### src/rtl/lsq_request_arbiter_if.sv
// lsq_arb_if: bundle between the load/store OUs, the arbiter and the processor LSQ
//   unit_*  : per-unit request fields, strobes, back-pressure and load completion
//   lsq_*   : head request toward the LSQ, its handshake, and in-order load results
//   protocol_error : sticky flag for a load result with nothing outstanding
//   modport slave is the arbiter view, modport master the environment view
interface lsq_arb_if #(
    parameter int NUM_UNITS = 4,
    parameter int XLEN = 32
);
    logic [NUM_UNITS-1:0][XLEN-1:0] unit_addr;
    logic [NUM_UNITS-1:0][XLEN-1:0] unit_data;
    logic [NUM_UNITS-1:0][2:0] unit_fn3;
    logic [NUM_UNITS-1:0] unit_load;
    logic [NUM_UNITS-1:0] unit_store;
    logic [NUM_UNITS-1:0] unit_new_request;
    logic [NUM_UNITS-1:0] unit_lsq_full;
    logic [NUM_UNITS-1:0] unit_load_complete;
    logic [XLEN-1:0] unit_load_data;
    logic [XLEN-1:0] lsq_addr;
    logic [XLEN-1:0] lsq_data;
    logic [2:0] lsq_fn3;
    logic lsq_load;
    logic lsq_store;
    logic lsq_valid;
    logic lsq_ready;
    logic [XLEN-1:0] lsq_load_data;
    logic lsq_load_valid;
    logic protocol_error;

    modport slave (
        input unit_addr, unit_data, unit_fn3, unit_load, unit_store, unit_new_request,
        input lsq_ready, lsq_load_data, lsq_load_valid,
        output unit_lsq_full, unit_load_complete, unit_load_data,
        output lsq_addr, lsq_data, lsq_fn3, lsq_load, lsq_store, lsq_valid, protocol_error
    );

    modport master (
        output unit_addr, unit_data, unit_fn3, unit_load, unit_store, unit_new_request,
        output lsq_ready, lsq_load_data, lsq_load_valid,
        input unit_lsq_full, unit_load_complete, unit_load_data,
        input lsq_addr, lsq_data, lsq_fn3, lsq_load, lsq_store, lsq_valid, protocol_error
    );
endinterface

### src/rtl/lsq_request_arbiter.sv
// lsq_request_arbiter: round-robin slot arbiter sharing one LSQ port among load/store OUs
//   clk, rst : clock and asynchronous active-high reset
//   bus      : lsq_arb_if slave view (unit requests in, LSQ head out, load completions back)
module lsq_request_arbiter #(
    parameter int NUM_UNITS = 4,
    parameter int LOAD_TRACK_DEPTH = 4,
    parameter int XLEN = 32
) (
    input logic clk,
    input logic rst,
    lsq_arb_if.slave bus
);
    localparam int UW = $clog2(NUM_UNITS);
    localparam int TW = $clog2(LOAD_TRACK_DEPTH);
    localparam int CW = TW + 1;

    typedef struct packed {
        logic [XLEN-1:0] addr;
        logic [XLEN-1:0] data;
        logic [2:0] fn3;
        logic load;
        logic store;
        logic [UW-1:0] id;
    } req_t;

    req_t req_q [2];
    logic wr_ptr, rd_ptr;
    logic [1:0] req_count;
    logic [UW-1:0] slot_ptr;
    logic [UW-1:0] trk_q [LOAD_TRACK_DEPTH];
    logic [TW-1:0] trk_wr, trk_rd;
    logic [CW-1:0] trk_count;
    logic req_full, trk_full, accept, pop, trk_push, trk_pop;

    // Back-pressure depends on registers only, so units may derive their request from it.
    assign req_full = req_count == 2'd2;
    assign trk_full = trk_count == CW'(LOAD_TRACK_DEPTH);
    assign bus.unit_lsq_full = (req_full || trk_full) ? '1 : ~(NUM_UNITS'(1) << slot_ptr);
    assign accept = bus.unit_new_request[slot_ptr] && !req_full && !trk_full;
    assign pop = bus.lsq_valid && bus.lsq_ready;
    assign trk_push = accept && bus.unit_load[slot_ptr];
    assign trk_pop = bus.lsq_load_valid && trk_count != '0;

    assign bus.lsq_valid = req_count != 2'd0;
    assign bus.lsq_addr = req_q[rd_ptr].addr;
    assign bus.lsq_data = req_q[rd_ptr].data;
    assign bus.lsq_fn3 = req_q[rd_ptr].fn3;
    assign bus.lsq_load = req_q[rd_ptr].load;
    assign bus.lsq_store = req_q[rd_ptr].store;

    always_ff @(posedge clk or posedge rst) begin
        if (rst) begin
            slot_ptr <= '0;
            wr_ptr <= 1'b0;
            rd_ptr <= 1'b0;
            req_count <= '0;
            trk_wr <= '0;
            trk_rd <= '0;
            trk_count <= '0;
            for (int i = 0; i < 2; i++) req_q[i] <= '0;
            for (int i = 0; i < LOAD_TRACK_DEPTH; i++) trk_q[i] <= '0;
            bus.unit_load_complete <= '0;
            bus.unit_load_data <= '0;
            bus.protocol_error <= 1'b0;
        end else begin
            slot_ptr <= (slot_ptr == UW'(NUM_UNITS - 1)) ? '0 : slot_ptr + 1'b1;
            if (accept) begin
                req_q[wr_ptr] <= '{bus.unit_addr[slot_ptr], bus.unit_data[slot_ptr],
                                   bus.unit_fn3[slot_ptr], bus.unit_load[slot_ptr],
                                   bus.unit_store[slot_ptr], slot_ptr};
                wr_ptr <= ~wr_ptr;
            end
            if (pop) rd_ptr <= ~rd_ptr;
            req_count <= req_count + 2'(accept) - 2'(pop);
            if (trk_push) begin
                trk_q[trk_wr] <= slot_ptr;
                trk_wr <= trk_wr + 1'b1;
            end
            if (trk_pop) begin
                trk_rd <= trk_rd + 1'b1;
                bus.unit_load_data <= bus.lsq_load_data;
            end
            trk_count <= trk_count + CW'(trk_push) - CW'(trk_pop);
            bus.unit_load_complete <= trk_pop ? (NUM_UNITS'(1) << trk_q[trk_rd]) : '0;
            // A result with nothing outstanding (including loads discarded by reset) is an error.
            if (bus.lsq_load_valid && trk_count == '0) bus.protocol_error <= 1'b1;
        end
    end
endmodule

### src/flat_wrapper.sv
// flat-port wrapper written by rule: the top's interface ports become plain ports
module lsq_request_arbiter_flat 
#(
    parameter int NUM_UNITS = 4,
    parameter int LOAD_TRACK_DEPTH = 4,
    parameter int XLEN = 32
)
  (clk, rst, bus_unit_addr, bus_unit_data, bus_unit_fn3, bus_unit_load, bus_unit_store, bus_unit_new_request, bus_lsq_ready, bus_lsq_load_data, bus_lsq_load_valid, bus_unit_lsq_full, bus_unit_load_complete, bus_unit_load_data, bus_lsq_addr, bus_lsq_data, bus_lsq_fn3, bus_lsq_load, bus_lsq_store, bus_lsq_valid, bus_protocol_error);
  lsq_arb_if #(.NUM_UNITS(NUM_UNITS), .XLEN(XLEN)) bus_i ();
  input logic clk;
  input logic rst;
  input wire logic [$bits(bus_i.unit_addr)-1:0] bus_unit_addr;
  input wire logic [$bits(bus_i.unit_data)-1:0] bus_unit_data;
  input wire logic [$bits(bus_i.unit_fn3)-1:0] bus_unit_fn3;
  input wire logic [$bits(bus_i.unit_load)-1:0] bus_unit_load;
  input wire logic [$bits(bus_i.unit_store)-1:0] bus_unit_store;
  input wire logic [$bits(bus_i.unit_new_request)-1:0] bus_unit_new_request;
  input wire logic [$bits(bus_i.lsq_ready)-1:0] bus_lsq_ready;
  input wire logic [$bits(bus_i.lsq_load_data)-1:0] bus_lsq_load_data;
  input wire logic [$bits(bus_i.lsq_load_valid)-1:0] bus_lsq_load_valid;
  output wire logic [$bits(bus_i.unit_lsq_full)-1:0] bus_unit_lsq_full;
  output wire logic [$bits(bus_i.unit_load_complete)-1:0] bus_unit_load_complete;
  output wire logic [$bits(bus_i.unit_load_data)-1:0] bus_unit_load_data;
  output wire logic [$bits(bus_i.lsq_addr)-1:0] bus_lsq_addr;
  output wire logic [$bits(bus_i.lsq_data)-1:0] bus_lsq_data;
  output wire logic [$bits(bus_i.lsq_fn3)-1:0] bus_lsq_fn3;
  output wire logic [$bits(bus_i.lsq_load)-1:0] bus_lsq_load;
  output wire logic [$bits(bus_i.lsq_store)-1:0] bus_lsq_store;
  output wire logic [$bits(bus_i.lsq_valid)-1:0] bus_lsq_valid;
  output wire logic [$bits(bus_i.protocol_error)-1:0] bus_protocol_error;
  assign bus_i.unit_addr = bus_unit_addr;
  assign bus_i.unit_data = bus_unit_data;
  assign bus_i.unit_fn3 = bus_unit_fn3;
  assign bus_i.unit_load = bus_unit_load;
  assign bus_i.unit_store = bus_unit_store;
  assign bus_i.unit_new_request = bus_unit_new_request;
  assign bus_i.lsq_ready = bus_lsq_ready;
  assign bus_i.lsq_load_data = bus_lsq_load_data;
  assign bus_i.lsq_load_valid = bus_lsq_load_valid;
  assign bus_unit_lsq_full = bus_i.unit_lsq_full;
  assign bus_unit_load_complete = bus_i.unit_load_complete;
  assign bus_unit_load_data = bus_i.unit_load_data;
  assign bus_lsq_addr = bus_i.lsq_addr;
  assign bus_lsq_data = bus_i.lsq_data;
  assign bus_lsq_fn3 = bus_i.lsq_fn3;
  assign bus_lsq_load = bus_i.lsq_load;
  assign bus_lsq_store = bus_i.lsq_store;
  assign bus_lsq_valid = bus_i.lsq_valid;
  assign bus_protocol_error = bus_i.protocol_error;
  lsq_request_arbiter #(.NUM_UNITS(NUM_UNITS), .LOAD_TRACK_DEPTH(LOAD_TRACK_DEPTH), .XLEN(XLEN)) u_core (.clk(clk), .rst(rst), .bus(bus_i));
endmodule
### config.mk
export PLATFORM = sky130hd
export DESIGN_NAME = lsq_request_arbiter_flat
export DESIGN_NICKNAME = d
export VERILOG_FILES = /design/src/rtl/lsq_request_arbiter_if.sv /design/src/rtl/lsq_request_arbiter.sv /design/src/flat_wrapper.sv
export SDC_FILE = /design/constraint.sdc
export NUM_CORES = 1
export LEC_CHECK = 0
export BUFFER_PORTS_ARGS = -buffer_cell sky130_fd_sc_hd__buf_2
export CORE_AREA = 4 4 162 164
export DETAILED_ROUTE_END_ITERATION = 6
export DIE_AREA = 0 0 166 168
export HOLD_SLACK_MARGIN = 0.15
export PLACE_DENSITY_LB_ADDON = 0.05
export SYNTH_ARGS = -nofsm -noshare
export SYNTH_HDL_FRONTEND = slang
export SYNTH_SLANG_ARGS = --single-unit
### constraint.sdc
create_clock -name clk -period 7.1 [get_ports clk]
set_input_delay 0.71 -clock clk [delete_from_list [all_inputs] [get_ports clk]]
set_output_delay 0.71 -clock clk [all_outputs]
set_load 0.005 [all_outputs]
# Word-level counts from Yosys, hierarchy flattened

Index checks and enable logic that the tools add are counted.

Bitwise logic cells: 7
Equality and inequality tests: 3
Order comparisons: 7
$add $sub $neg: 7
Shifts and indexed selects: 2
Reductions and logical operators: 14
Muxes and demuxes: 27

Operator list:

| cell                | number |
|---|---|
| $mux 71             | 4 |
| $bwmux 142          | 1 |
| $bmux 32 s2         | 2 |
| $demux 71 s1        | 1 |
| $mux 32             | 2 |
| $bwmux 8            | 1 |
| $logic_and 1x1->1   | 8 |
| $mux 2              | 4 |
| $mux 4              | 2 |
| $shl 1x2->4 const A | 2 |
| $add 2x1->2 const B | 3 |
| $bmux 1 s2          | 3 |
| $bmux 3 s2          | 1 |
| $ge 3x3->1 const B  | 2 |
| $not 2->3           | 2 |
| $bmux 2 s2          | 1 |
| $demux 2 s2         | 1 |
| $eq 2x2->1 const B  | 2 |
| $ge 2x2->1 const B  | 2 |
| $not 1->2           | 2 |
| $not 4->4           | 1 |
| $add 3x1->3         | 1 |
| $eq 3x3->1 const B  | 1 |
| $logic_not 3->1     | 1 |
| 13 further kinds    | 17 |

Input port bits: 316
Output and inout bits: 111
Bits in registers: 200

# Depth between registers and ports, before layout

Depth in word-level cells: 7
Gate-level depth with buffers: 11
Gate-level depth less buffers: 9

# Worst setup path after synthesis

Ideal clock, no wire load.

Path kind: input to register
Start: input bus_lsq_load_valid
End: register u_core.trk_count[2]
Setup slack: 4.481 ns
Data arrival time: 2.539 ns
Path buffers: 2
Library setup time: 0.080 ns
Stages: 10
Required time: 7.020 ns
Cells stage by stage: nand2b_1 -> clkbuf_1 -> inv_2 -> clkbuf_1 -> ha_1 -> inv_1 -> ha_1 -> fa_1 -> xnor2_1 -> xnor2_1

Longest elaborated chain between the ends: 2

RTL lines:

| item                   | RTL line                  | text |
|---|---|---|
| start: declaration     | flat_wrapper.sv:20        | `input wire logic [$bits(bus_i.lsq_load_valid)-1:0] bus_lsq_load_valid;` |
| $logic_and 1x1->1      | lsq_request_arbiter.sv:42 | `assign trk_pop = bus.lsq_load_valid && trk_count != '0;` |
| via u_core.trk_pop     | lsq_request_arbiter.sv:33 | `logic req_full, trk_full, accept, pop, trk_push, trk_pop;` |
| $sub 3x1->3            | lsq_request_arbiter.sv:83 | `trk_count <= trk_count + CW'(trk_push) - CW'(trk_pop);` |
| end signal: assignment | lsq_request_arbiter.sv:83 |  |
| end: declaration       | lsq_request_arbiter.sv:32 | `logic [CW-1:0] trk_count;` |

The timed path passes the listed nets, and every way through them passes these cells.
A chain may end at the register's enable or synchronous reset.

# Worst setup path after layout

Start: register u_core.slot_ptr[0]
End: register u_core.req_q[69] (netlist bit)

Longest elaborated chain between the ends: 4

RTL lines:

| item                            | RTL line                  | text |
|---|---|---|
| start: declaration              | lsq_request_arbiter.sv:29 | `logic [UW-1:0] slot_ptr;` |
| start signal: assignment        | lsq_request_arbiter.sv:66 | `slot_ptr <= (slot_ptr == UW'(NUM_UNITS - 1)) ? '0 : slot_ptr + 1'b1;` |
| $bmux 1 s2                      | lsq_request_arbiter.sv:39 | `assign accept = bus.unit_new_request[slot_ptr] && !req_full && !trk_full;` |
| $mux 1 (implied by the code)    | lsq_request_arbiter.sv:39 |  |
| $logic_and 1x1->1 (2 in series) | lsq_request_arbiter.sv:39 |  |
| end signal: indexed assignment  | lsq_request_arbiter.sv:68 | `req_q[wr_ptr] <= '{bus.unit_addr[slot_ptr], bus.unit_data[slot_ptr],` |
| end: declaration                | lsq_request_arbiter.sv:26 | `req_t req_q [2];` |

Parallel ways exist; a longest one is shown, timed or not. The select of a mux whose other input is x is not followed.

==> impl_metrics.json <==
{
  "ant_nets": 0,
  "postCtsHoldBufs": 0,
  "port_buffers": 426,
  "period_minus_slack_ps": 3291,
  "initial_core_util_pct": 40.35,
  "die_w_um": 166,
  "h-tree-depth": 4,
  "grt_max_degree": 123,
  "tritoncts": "built",
  "cp-end-kind": "register",
  "dp_hpwl_um": 19210,
  "required_ps": 7420,
  "cts-buffers-inserted": 17,
  "std_cell_rows": 58,
  "postSynthAreaPerCell_um2": 14.52,
  "grt_pass1_vias": 7603,
  "crit_arrival_ps": 3610,
  "finalCoreUtilization_pct": 52.09,
  "firstDrtPassIters": 4,
  "tns_ps": 0,
  "placedCellCount": 1402,
  "dr.first_iter.drc_count": 231,
  "p_sw_mw": 1.620,
  "numClockSinks": 196,
  "slew_headroom_pct": 27.71,
  "drive_gt1_share_pct": 66.76,
  "avgRoutedWirePerCell_um": 18.65,
  "outcome": "complete, no violations",
  "hold_path.class": "in2async",
  "ys_types": 29,
  "cap_violations": 0,
  "p_int_mw": 3.335,
  "n_antenna_cell": 0,
  "crit_type": "reg2reg",
  "cts_max_path_buffers": 2,
  "route.detailed.drc": 0,
  "dieArea_um2": 27890,
  "drv_slew": 0,
  "finalNonFillerCells": 1434,
  "ys_seq_elements": 196,
  "finalSetupViolations": 0,
  "yosysTopAreaCell": "dfrtp_1",
  "synth-async-reset-ratio_pct": 100.0,
  "grt_pass1_wl_um": 42170,
  "p_per_area_nw_per_um2": 382.1,
  "yosysSeqAreaShare_pct": 48.83,
  "synthesis.area_um2": 10040,
  "vias_per_cell": 5.001,
  "clock-root-buffer": "clkbuf_16",
  "yosysMostFrequentCell": "dfrtp_1",
  "grt_overflow": 0,
  "grt_usage_pct": 19.04,
  "synthFlopType": "dfrtp_1",
  "sw_frac_of_total_pct": 32.69,
  "rsz0062_at_grt": "false",
  "clkSlewWorstSetupHoldPaths_ps": 80,
  "synth_commonest_cells": "dfrtp_1 (196), mux2_2 (195), nand2_1 (108), mux4_2 (72), clkbuf_1 (21)",
  "clkLatencyLatePin_ps": 440,
  "synth_edf_count": 0,
  "synth.area.top_cells": "dfrtp_1 (49%), mux2_2 (22%), mux4_2 (16%), nand2_1 (4.0%), mux2_1 (2.2%)",
  "irDropWorstVdd_v": 0.0001872,
  "pwr-share-seq_pct": 40.2,
  "gp_congestion": 0.8389,
  "final.period_utilization_pct": 46.35,
  "path_max_fanout": 69,
  "num_io_pins": 427,
  "syn_nets": 1021,
  "route.vias.total": 7171,
  "pwr-share-clk_pct": 20.1,
  "post_cts_resized": 0,
  "routed_wirelength_um": 26740,
  "area_delta_synth_final_pct": 29.09,
  "p_comb_share_pct": 39.7,
  "hold_viol": 0,
  "synthCells": 692,
  "fp.dieH_um": 168,
  "core_area_um2": 24890,
  "max_freq_mhz": 303.9,
  "worst_pin_slew_ps": 1084,
  "fin_worst_skew_ps": 13.10,
  "ys_warn_count": 0,
  "cellLeakagePower_nw": 6.234,
  "cp-start-kind": "register",
  "layout.nets": 1420,
  "postCtsSetupRepairBufs": 0,
  "netlist.area_leader.share_pct": 48.83,
  "grt_antenna_before_repair": 0
}
==> per-layer routing <==
layer	GRT usage, %	part of all wire (%)	up-vias
li1	-	-	3303
met1	23.67	41	3547
met2	32.42	50	295
met3	5.846	7.7	26
met4	5.344	1.8	0
met5	0	0	-
==> kinds of logic (layout without fill, tap and decap cells) <==
family / Yosys count / in the layout / share of synthesized area, %
multiplexers: 287 / 287 / 40.25
flip-flops: 196 / 196 / 48.83
AND/OR/NAND/NOR: 124 / 124 / 5.008
buffers and inverters: 61 / 473 / 3.313
adder cells (fa/ha/maj): 13 / 13 / 1.694
XOR/XNOR: 9 / 9 / 0.7848
AO/OA/AOI/OAI: 2 / 2 / 0.1245
==> per-stage QoR <==
stage               hold slack (ps)  worst slack (ps)  power (mW)  cell area, µm²
floorplan                     451.0              1049       3.242           10040
global placement              441.3              3752       4.003           12350
detailed placement            443.0              3693       4.037           12350
CTS                           430.9              3674       5.061           12970
global route                  431.1              3531       5.321           12970
finish                        398.6              3809       4.955           12970
==> state kept, by name, indices dropped and copies added, names as in the netlist <==
signal	cells
u_core.bus.protocol_error	1
u_core.bus.unit_load_complete	4
u_core.bus.unit_load_data	32
u_core.rd_ptr	1
u_core.req_count	2
u_core.req_q	138
u_core.slot_ptr	2
u_core.trk_count	3
u_core.trk_q	8
u_core.trk_rd	2
u_core.trk_wr	2
u_core.wr_ptr	1
==> power by group through the flow <==
stage,Sequential [mW],Combinational (mW),Clock [mW]
after global placement,2.01,2.00,0
after detailed placement,2.01,2.03,0
final,1.99,1.97,0.995
after floorplan,1.86,1.38,0
after CTS,2.00,2.03,1.03
after global routing,2.07,2.18,1.07
==> worst max-delay path, stage by stage, from the launching register on <==
cell     delay (ps)
dfrtp_4        1000
mux4_2          610
and3_1          290
nand2_4         710
mux2_2          420
==> area by class of cell <==
class	instances	area, µm²
clock buffer	17	425.4
clock inverter	15	187.7
fill	2237	11930
inverter	12	52.55
multi-input combinational	435	4817
sequential	196	4916
tap	330	412.9
timing repair buffer	429	2155
==> final timing paths <==
check                                                 to  slack (ps)  depth (start not counted)                       from
max                                     u_core.req_q[69]        3810                          4         u_core.slot_ptr[0]
min                        u_core.bus.unit_load_data[27]         400                          2                        rst
max reg2reg                             u_core.req_q[69]        3810                          4         u_core.slot_ptr[0]
min reg2reg                    u_core.bus.protocol_error         460                          1  u_core.bus.protocol_error
max in group asynchronous               u_core.req_q[29]        5130                          3                        rst
min in group clk           u_core.bus.unit_load_data[18]         450                          3      bus_lsq_load_data[18]
==> placed cells by master (no fill, tap or decap), drive strengths merged <==
cell type,instances
and3,2
a21o,1
and2,2
xnor2,7
fa,1
nand2b,3
ha,12
dfrtp,196
clkinv,4
bufinv,1
or2,1
inv,20
mux4,72
mux2,215
clkinvlp,2
clkbuf,17
buf,429
nand2,109
or3b,1
and4,1
o21ai,1
nor2,3
nor3,2
xor2,2
Power figures use the tool's default switching activity.
